File: src/rtl/uart_rx_os.sv
// uart_rx_os: oversampling UART receiver with a 2-of-3 mid-bit vote,
// parametrised framing and parity/framing/break reporting.
module uart_rx_os #(
   parameter int CLK_FREQ   = 50_000_000,
   parameter int BAUD_RATE  = 115_200,
   parameter int DATA_BITS  = 8,
   parameter int PARITY     = 0,
   parameter int STOP_BITS  = 1,
   parameter int OVERSAMPLE = 16
) (
   input  logic                 sys_clk,
   input  logic                 sys_rst_n,
   input  logic                 rx,
   output logic [DATA_BITS-1:0] rx_data,
   output logic                 rx_vld,
   output logic                 parity_err,
   output logic                 frame_err,
   output logic                 break_det,
   output logic                 busy
);
   localparam int TICK_DIV = CLK_FREQ / (BAUD_RATE * OVERSAMPLE) - 1;
   localparam int DW = $clog2(TICK_DIV + 2);
   localparam int SW = $clog2(OVERSAMPLE);
   localparam int M = OVERSAMPLE / 2;
   localparam logic [DW-1:0] TD = DW'(TICK_DIV);
   localparam logic [SW-1:0] S_LAST = SW'(OVERSAMPLE - 1);
   localparam logic [SW-1:0] S_V0 = SW'(M - 1);
   localparam logic [SW-1:0] S_V1 = SW'(M);
   localparam logic [SW-1:0] S_V2 = SW'(M + 1);
   localparam logic [3:0] D_LAST = 4'(DATA_BITS - 1);
   localparam logic [3:0] P_LAST = 4'(STOP_BITS - 1);

   typedef enum logic [2:0] {S_IDLE, S_START, S_DATA, S_PAR, S_STOP, S_DONE, S_WAIT} state_t;
   state_t state, state_nx;

   logic rx_m, rx_s, rx_p;
   logic [DW-1:0] div;
   logic [SW-1:0] smp;
   logic [3:0] cnt;
   logic v0, v1, fe, low, pbad;
   logic [DATA_BITS-1:0] sh;
   logic hold, tick, bit_end, vote_t, vote, p_exp;

   // counters sit at zero through IDLE so the first bit is timed from the start edge
   assign hold    = state == S_IDLE || state_nx == S_IDLE;
   assign tick    = state != S_IDLE && div == TD;
   assign bit_end = tick && smp == S_LAST;
   assign vote_t  = tick && smp == S_V2;
   assign vote    = (v0 & v1) | (v0 & rx_s) | (v1 & rx_s);
   assign p_exp   = PARITY == 1 ? ~^sh : ^sh;
   assign busy    = state != S_IDLE;

   always_ff @(posedge sys_clk or negedge sys_rst_n)
      if (!sys_rst_n) {rx_m, rx_s, rx_p} <= 3'b111;
      else {rx_m, rx_s, rx_p} <= {rx, rx_m, rx_s};

   always_ff @(posedge sys_clk or negedge sys_rst_n)
      if (!sys_rst_n) state <= S_IDLE;
      else state <= state_nx;

   always_comb begin
      state_nx = state;
      case (state)
         S_IDLE:  if (rx_p && !rx_s) state_nx = S_START;
         S_START: state_nx = (vote_t && vote) ? S_IDLE : bit_end ? S_DATA : S_START;
         S_DATA:  if (bit_end && cnt == D_LAST) state_nx = PARITY != 0 ? S_PAR : S_STOP;
         S_PAR:   if (bit_end) state_nx = S_STOP;
         // leave at the last stop vote, not bit end, so a back-to-back start edge is seen
         S_STOP:  if (vote_t && cnt == P_LAST) state_nx = S_DONE;
         S_DONE:  state_nx = fe ? S_WAIT : S_IDLE;
         S_WAIT:  if (rx_s) state_nx = S_IDLE;
         default: state_nx = S_IDLE;
      endcase
   end

   always_ff @(posedge sys_clk or negedge sys_rst_n)
      if (!sys_rst_n) begin
         div        <= '0;
         smp        <= '0;
         cnt        <= '0;
         v0         <= 1'b0;
         v1         <= 1'b0;
         fe         <= 1'b0;
         low        <= 1'b0;
         pbad       <= 1'b0;
         sh         <= '0;
         rx_data    <= '0;
         rx_vld     <= 1'b0;
         parity_err <= 1'b0;
         frame_err  <= 1'b0;
         break_det  <= 1'b0;
      end else begin
         div <= hold ? '0 : (div == TD ? '0 : div + 1'b1);
         smp <= hold ? '0 : (tick ? (smp == S_LAST ? '0 : smp + 1'b1) : smp);
         cnt <= state_nx != state ? '0 : (bit_end ? cnt + 4'd1 : cnt);
         if (tick && smp == S_V0) v0 <= rx_s;
         if (tick && smp == S_V1) v1 <= rx_s;
         if (state == S_IDLE) begin
            fe   <= 1'b0;
            low  <= 1'b1;
            pbad <= 1'b0;
         end else if (vote_t) begin
            low <= low & ~vote;
            if (state == S_DATA) sh <= {vote, sh[DATA_BITS-1:1]};
            if (state == S_PAR) pbad <= vote != p_exp;
            if (state == S_STOP && !vote) fe <= 1'b1;
         end
         rx_vld <= state == S_DONE;
         if (state == S_DONE) begin
            rx_data    <= sh;
            parity_err <= pbad;
            frame_err  <= fe;
            break_det  <= low;
         end
      end
endmodule

File: config.mk
export PLATFORM = sky130hd
export DESIGN_NAME = uart_rx_os
export DESIGN_NICKNAME = d
export VERILOG_FILES = /design/src/rtl/uart_rx_os.sv
export SDC_FILE = /design/constraint.sdc
export NUM_CORES = 1
export LEC_CHECK = 0
export BUFFER_PORTS_ARGS = -buffer_cell sky130_fd_sc_hd__buf_2
export CORE_MARGIN = 3
export CORE_UTILIZATION = 62
export DETAILED_ROUTE_END_ITERATION = 8
export GPL_TIMING_DRIVEN = 0
export PLACE_DENSITY = 0.82
export SLEW_MARGIN = 20
export SYNTH_ARGS = -nofsm -noshare
export SYNTH_HDL_FRONTEND = slang
export SYNTH_SLANG_ARGS = --single-unit
File: constraint.sdc
create_clock -name sys_clk -period 5.38 [get_ports sys_clk]
set_input_delay 0 -clock sys_clk [delete_from_list [all_inputs] [get_ports sys_clk]]
set_output_delay 0 -clock sys_clk [all_outputs]
set_load 0.02 [all_outputs]
* Word level (Yosys, flattened, before mapping) *
Cells that the tools add are included.

operators by class
  reductions and logical operators = 26
  magnitude comparators = 0
  bitwise gates (word level) = 8
  mux-type cells = 24
  div/mod/pow operators = 0
  $add $sub $neg = 3
  multiply operators = 0
  shifts and indexed selects = 0
  equal/unequal tests = 14

operator list
  cell                   count
  $pmux W3 S7            1
  $mux W4                5
  $mux W3                6
  $eq A4 B4 Y1 const B   3
  $logic_and A1 B1 Y1    10
  $mux W5                2
  $reduce_bool A2 Y1     5
  $eq A3 B3 Y1 const B   3
  $add A4 B1 Y4 const B  2
  $eq A4 B3 Y1 const B   2
  $mux W1                8
  $reduce_xor A8 Y1      1
  $eq A3 B2 Y1 const B   2
  $logic_not A3 Y1       2
  $add A5 B1 Y5 const B  1
  $eq A5 B5 Y1 const B   1
  $and A1 B1 Y1          4
  $logic_not A4 Y1       1
  $mux W2                2
  $reduce_and A2 Y1      2
  $eq A3 B1 Y1 const B   1
  $ne A3 B3 Y1           1
  $reduce_and A3 Y1      1
  $reduce_bool A3 Y1     1
  5 further kinds        8

storage, ports and cells
  output and inout bits = 13
  word-level logic and storage cells = 93
  register bits after elaboration = 44
  latch bits = 0
  memory bits (writable) = 0
  memory bits (read-only) = 0
  memories kept = 0

* Longest topological paths before layout *
  depth in word-level cells = 9
  mapped depth = 9
  mapped depth without buffers = 7

* Least setup slack after synthesis *
Ideal clock, no wire load.

  path type = flip-flop to flip-flop
  start = register div[0]
  end = register smp[0]
  data required time = 5.240 ns
  arrival time = 1.878 ns
  path buffers = 2
  slack = 3.362 ns
  cell stages (with the launch flop) = 10
  clock period less this slack = 2.018 ns
  setup time = 0.140 ns
  path through = dfrtp_1 > inv_1 > ha_1 > and4b_1 > buf_6 > and4b_1 > buf_2 > a31oi_4 > nor4b_4 > nor3_1

on the way
  word-level cells in the longest chain between the ends = 9

RTL lines
  element                                               line    source
  start, declared                                       37      logic [DW-1:0] div;
  start signal, assigned                                93      div <= hold ? '0 : (div == TD ? '0 : div + 1'b1);
  $eq A5 B5 Y1 *                                        46      assign tick = state != S_IDLE && div == TD;
  $logic_and A1 B1 Y1 *                                 46
  $logic_and A1 B1 Y1 (on tied branches)                47, 48
  $mux W2, or another cell as far along (2 in a row)    65      S_START: state_nx = (vote_t && vote) ? S_IDLE : bit_end ? S_DATA : S_START;
  $pmux W3 S7                                           63      case (state)
  $logic_not A3 Y1                                      45      assign hold = state == S_IDLE || state_nx == S_IDLE;
  $logic_or A1 B1 Y1                                    45
  $mux W4 / $reduce_bool A2 Y1 (equally long branches)  -
  end signal, assigned                                  94      smp <= hold ? '0 : (tick ? (smp == S_LAST ? '0 : smp + 1'b1) : smp);
  end, declared                                         38      logic [SW-1:0] smp;

Mark *: on every way between the ends. The rest lies on a longest branch, timed or not.
A chain may end at the register's enable or synchronous reset.

* Final worst setup path *
Same ends and word-level chain as after synthesis.

==> flow_summary_export.csv <==
group,metric,value,unit
status,status,"complete, no violations",
setup_path,crit_start,"div[0]$_DFF_PN0_",
setup_path,crit_cells,9,
synth,yosys_most_used_dff,"dfrtp_1",
timing,finalHoldWorstSlack,0.284,ns
synth,synth_seq_cells,44,
setup_path,cp.buffers_inverters,3,
timing,rsz0062_at_grt,"false",
setup_path,arrival,2.54,ns
detailed_routing,via_per_inst,5.66,
setup_path,critPathTopFamily,"simple AND/OR/NAND/NOR gates",
setup_path,cpMostUsedCell,"and4b_1",
grt,grt_start_max_net_pins,45,
timing,final.min_clock_period,2.30,ns
placement,hpwl,2.86,mm
clock_tree,path_clk_slew,0.13,ns
setup_path,endpoint_kind,"flip-flop",
synth,synth.most_common_cell,"dfrtp_1",
clock_tree,clock_latency,0.36,ns
synth,syn_area_per_cell,11.1,um^2
floorplan,die_w,65.3,um
layout,final_nets,231,
timing,fin_crit_sh,0.427,
timing,slew_headroom,0.383,
clock_tree,cts_buffers,5,
layout,final_cell_count_no_fill,266,
layout,multi_input_area,992,um^2
timing,fin_skew,0.00859,ns
floorplan,rows,20,
power,peakVddDrop,0.000141,V
detailed_routing,wl_per_cell,14.9,um
detailed_routing,route.final.wire_length,3.96,mm
placement,gp_congestion,0.792,
synth,synth_cell_types,37,
clock_tree,clkSinkCount,44,
placement,dp_cells,256,
placement,numPortBuffers,15,
detailed_routing,drtAntennaViolNets,0,
synth,synth_nets,207,
clock_tree,post_cts_resized,0,
run,cap_violations,0,
layout,seqCellArea,1100,um^2
clock_tree,clock_path_buffers,2,
synth,async_flop_share,1.00,
synth,ys_warn_count,0,
synth,yosysTopAreaCellShare,0.470,
clock_tree,htree_num_levels,2,
timing,setup_viol,0,
power,p_leak,0.00117,uW
setup_path,reg2reg_depth,9,
timing,hold_viol,0,
power,p_per_area,253,nW/um^2
synth,synth_area_leaders,"dfrtp_1, mux2_2, ha_1",
synth,yosysSeqAreaShare,0.507,
floorplan,pin_count,16,
detailed_routing,via_count,1505,
detailed_routing,dr.pass1.iters,4,
setup_path,slowest_stage,"nor4b_4",
detailed_routing,drcViolationCount,0,
placement,pre_cts_slack,3.12,ns
setup_path,crit_end,"smp[0]$_DFFE_PN0P_",
synth,synth_commonest_cells,"dfrtp_1, mux2_2, nand2_1, inv_1, nor3_1",
timing,finalWorstSetupSlack,3.08,ns
setup_path,path_max_fanout,9,
min_path,hold_path_class,"primary input to flip-flop",
floorplan,coreArea,3200,um^2
timing,final.setup.tns,0,ns
setup_path,rr_startpoint,"div[0]$_DFF_PN0_",
layout,drive_above_1_share,0.243,
layout,fin_area,2400,um^2
grt,grt_pass1_vias,1533,
setup_path,max_stage_delay,0.48,ns
synth,yosysTopAreaCell,"dfrtp_1",
grt,grt-ovfl-total,0,
grt,antenna_found_initial,0,
synth,syn_inst,197,
floorplan,die_area,4270,um^2
setup_path,path_cells,"inv_1 -> ha_1 -> and4b_1 -> buf_6 -> and4b_1 -> buf_2 -> a31oi_4 -> nor4b_4 -> nor3_1",
setup_path,critPathKind,"flip-flop to flip-flop",
clock_tree,cts_root_buf,"clkbuf_4",
setup_path,regToRegSetupSlack,3.08,ns
grt,grt_pass1_wl,6.92,mm
timing,slew_viol_final,0,
grt,grt_usage,0.214,
setup_path,cp_data_required_time,5.62,ns
synth,netlist_area,2180,um^2
placement,place_area,2310,um^2
setup_path,r2r-end,"smp[0]$_DFFE_PN0P_",
layout,area_growth,9.93,%
detailed_routing,first_iter_violations,107,
timing,clock.fmax,435,MHz
floorplan,fp.dieH,65.3,um
clock_tree,cts_tree,"yes",
synth,synth_edf_count,0,
floorplan,start_util,0.681,
setup_path,worstSetupStartpointType,"flip-flop",
layout,fill_cells,256,
layout,n_antenna_cell,0,
timing,tightest_slew,0.925,ns
[worst min-delay path by stage]
| stage | startpoint | endpoint | slack, ns | depth (start not counted) |
|---|---|---|---|---|
| final | rx | rx_m$_DFF_PN1_ | 0.28 | 2 |
| after global routing | rx | rx_m$_DFF_PN1_ | 0.26 | 2 |
| after CTS | rx | rx_m$_DFF_PN1_ | 0.26 | 2 |
| after detailed placement | rx | rx_m$_DFF_PN1_ | 0.11 | 1 |
| after global placement | rx | rx_m$_DFF_PN1_ | 0.11 | 1 |
| after floorplan | sys_rst_n | break_det$_DFFE_PN0P_ | -0.30 | 0 |
[timing repair]
item | in CTS | in global routing
hold buffers | 2 | 0
buffers inserted | 0 | 0
hold endpoints to repair | 42 | 0
[layout make-up]
class	instances	share of cell area
Sequential cell	44	0.461
Multi-Input combinational cell	134	0.414
Timing Repair Buffer	17	0.0397
Tap cell	44	0.0230
Clock buffer	6	0.0214
Buffer	9	0.0193
Inverter	10	0.0157
Clock inverter	2	0.00626
[state kept, by name (all words and copies together), names as in the netlist, 3 cells and up]
name / count
rx_data: 8
smp: 4
div: 5
cnt: 4
sh: 8
state: 3
[routing by layer]
metal / GRT usage / vias to the layer above / routed length [um]
li1: - / 727 / -
met1: 0.270 / 741 / 1850
met2: 0.350 / 29 / 1900
met3: 0.0615 / 8 / 142
met4: 0.0777 / 0 / 72
met5: 0 / - / 0
[per-stage QoR]
stage	utilization	power, uW
after CTS	0.748	613
after global routing	0.748	640
after floorplan	-	418
final	0.748	607
after detailed placement	0.721	440
after global placement	0.721	434
[worst reg2reg max path, stage by stage, from the launching register on]
cell and delay (ns):
dfrtp_1 0.42, inv_1 0.06, ha_1 0.20, and4b_1 0.21, buf_6 0.13, and4b_1 0.19
buf_2 0.17, a31oi_4 0.21, nor4b_4 0.49, nor3_1 0.11
[power breakdown]
group          switching (uW)  internal [uW]
combinational            41.2           30.1
sequential               15.8            347
clock                     109           63.5
[cells in the final DEF, fill, tap and decap left out, drive strengths merged, types with 2 or more instances in the layout]
master       count
a21oi            7
mux2            19
nand2b           3
dfrtp           41
nor2b            2
and4b            2
o21ai            6
and2             2
nor2             9
nand2           17
nand4            2
ha               7
nor4             5
a211oi           3
nand3            7
buf             20
dlygate4sd3      2
dfstp            3
nand4b           3
inv             10
xnor2            9
nor3            10
xor2             6
clkbuf          10
o211ai           2
clkinvlp         2
nor3b            3
[cell families (layout without fill, tap and decap cells)]
kind of cell	Yosys count	after routing	synth area share
DFF	44	44	0.507
xor gates and xnor gates	15	15	0.0602
and+or+nand+nor	71	71	0.184
buffers and inverters	19	44	0.0384
AOI/OAI and AO/OA	20	20	0.0625
adders and majority gates	8	8	0.0453
muxes	20	20	0.103
No activity file was read; power rests on OpenSTA's default activity.
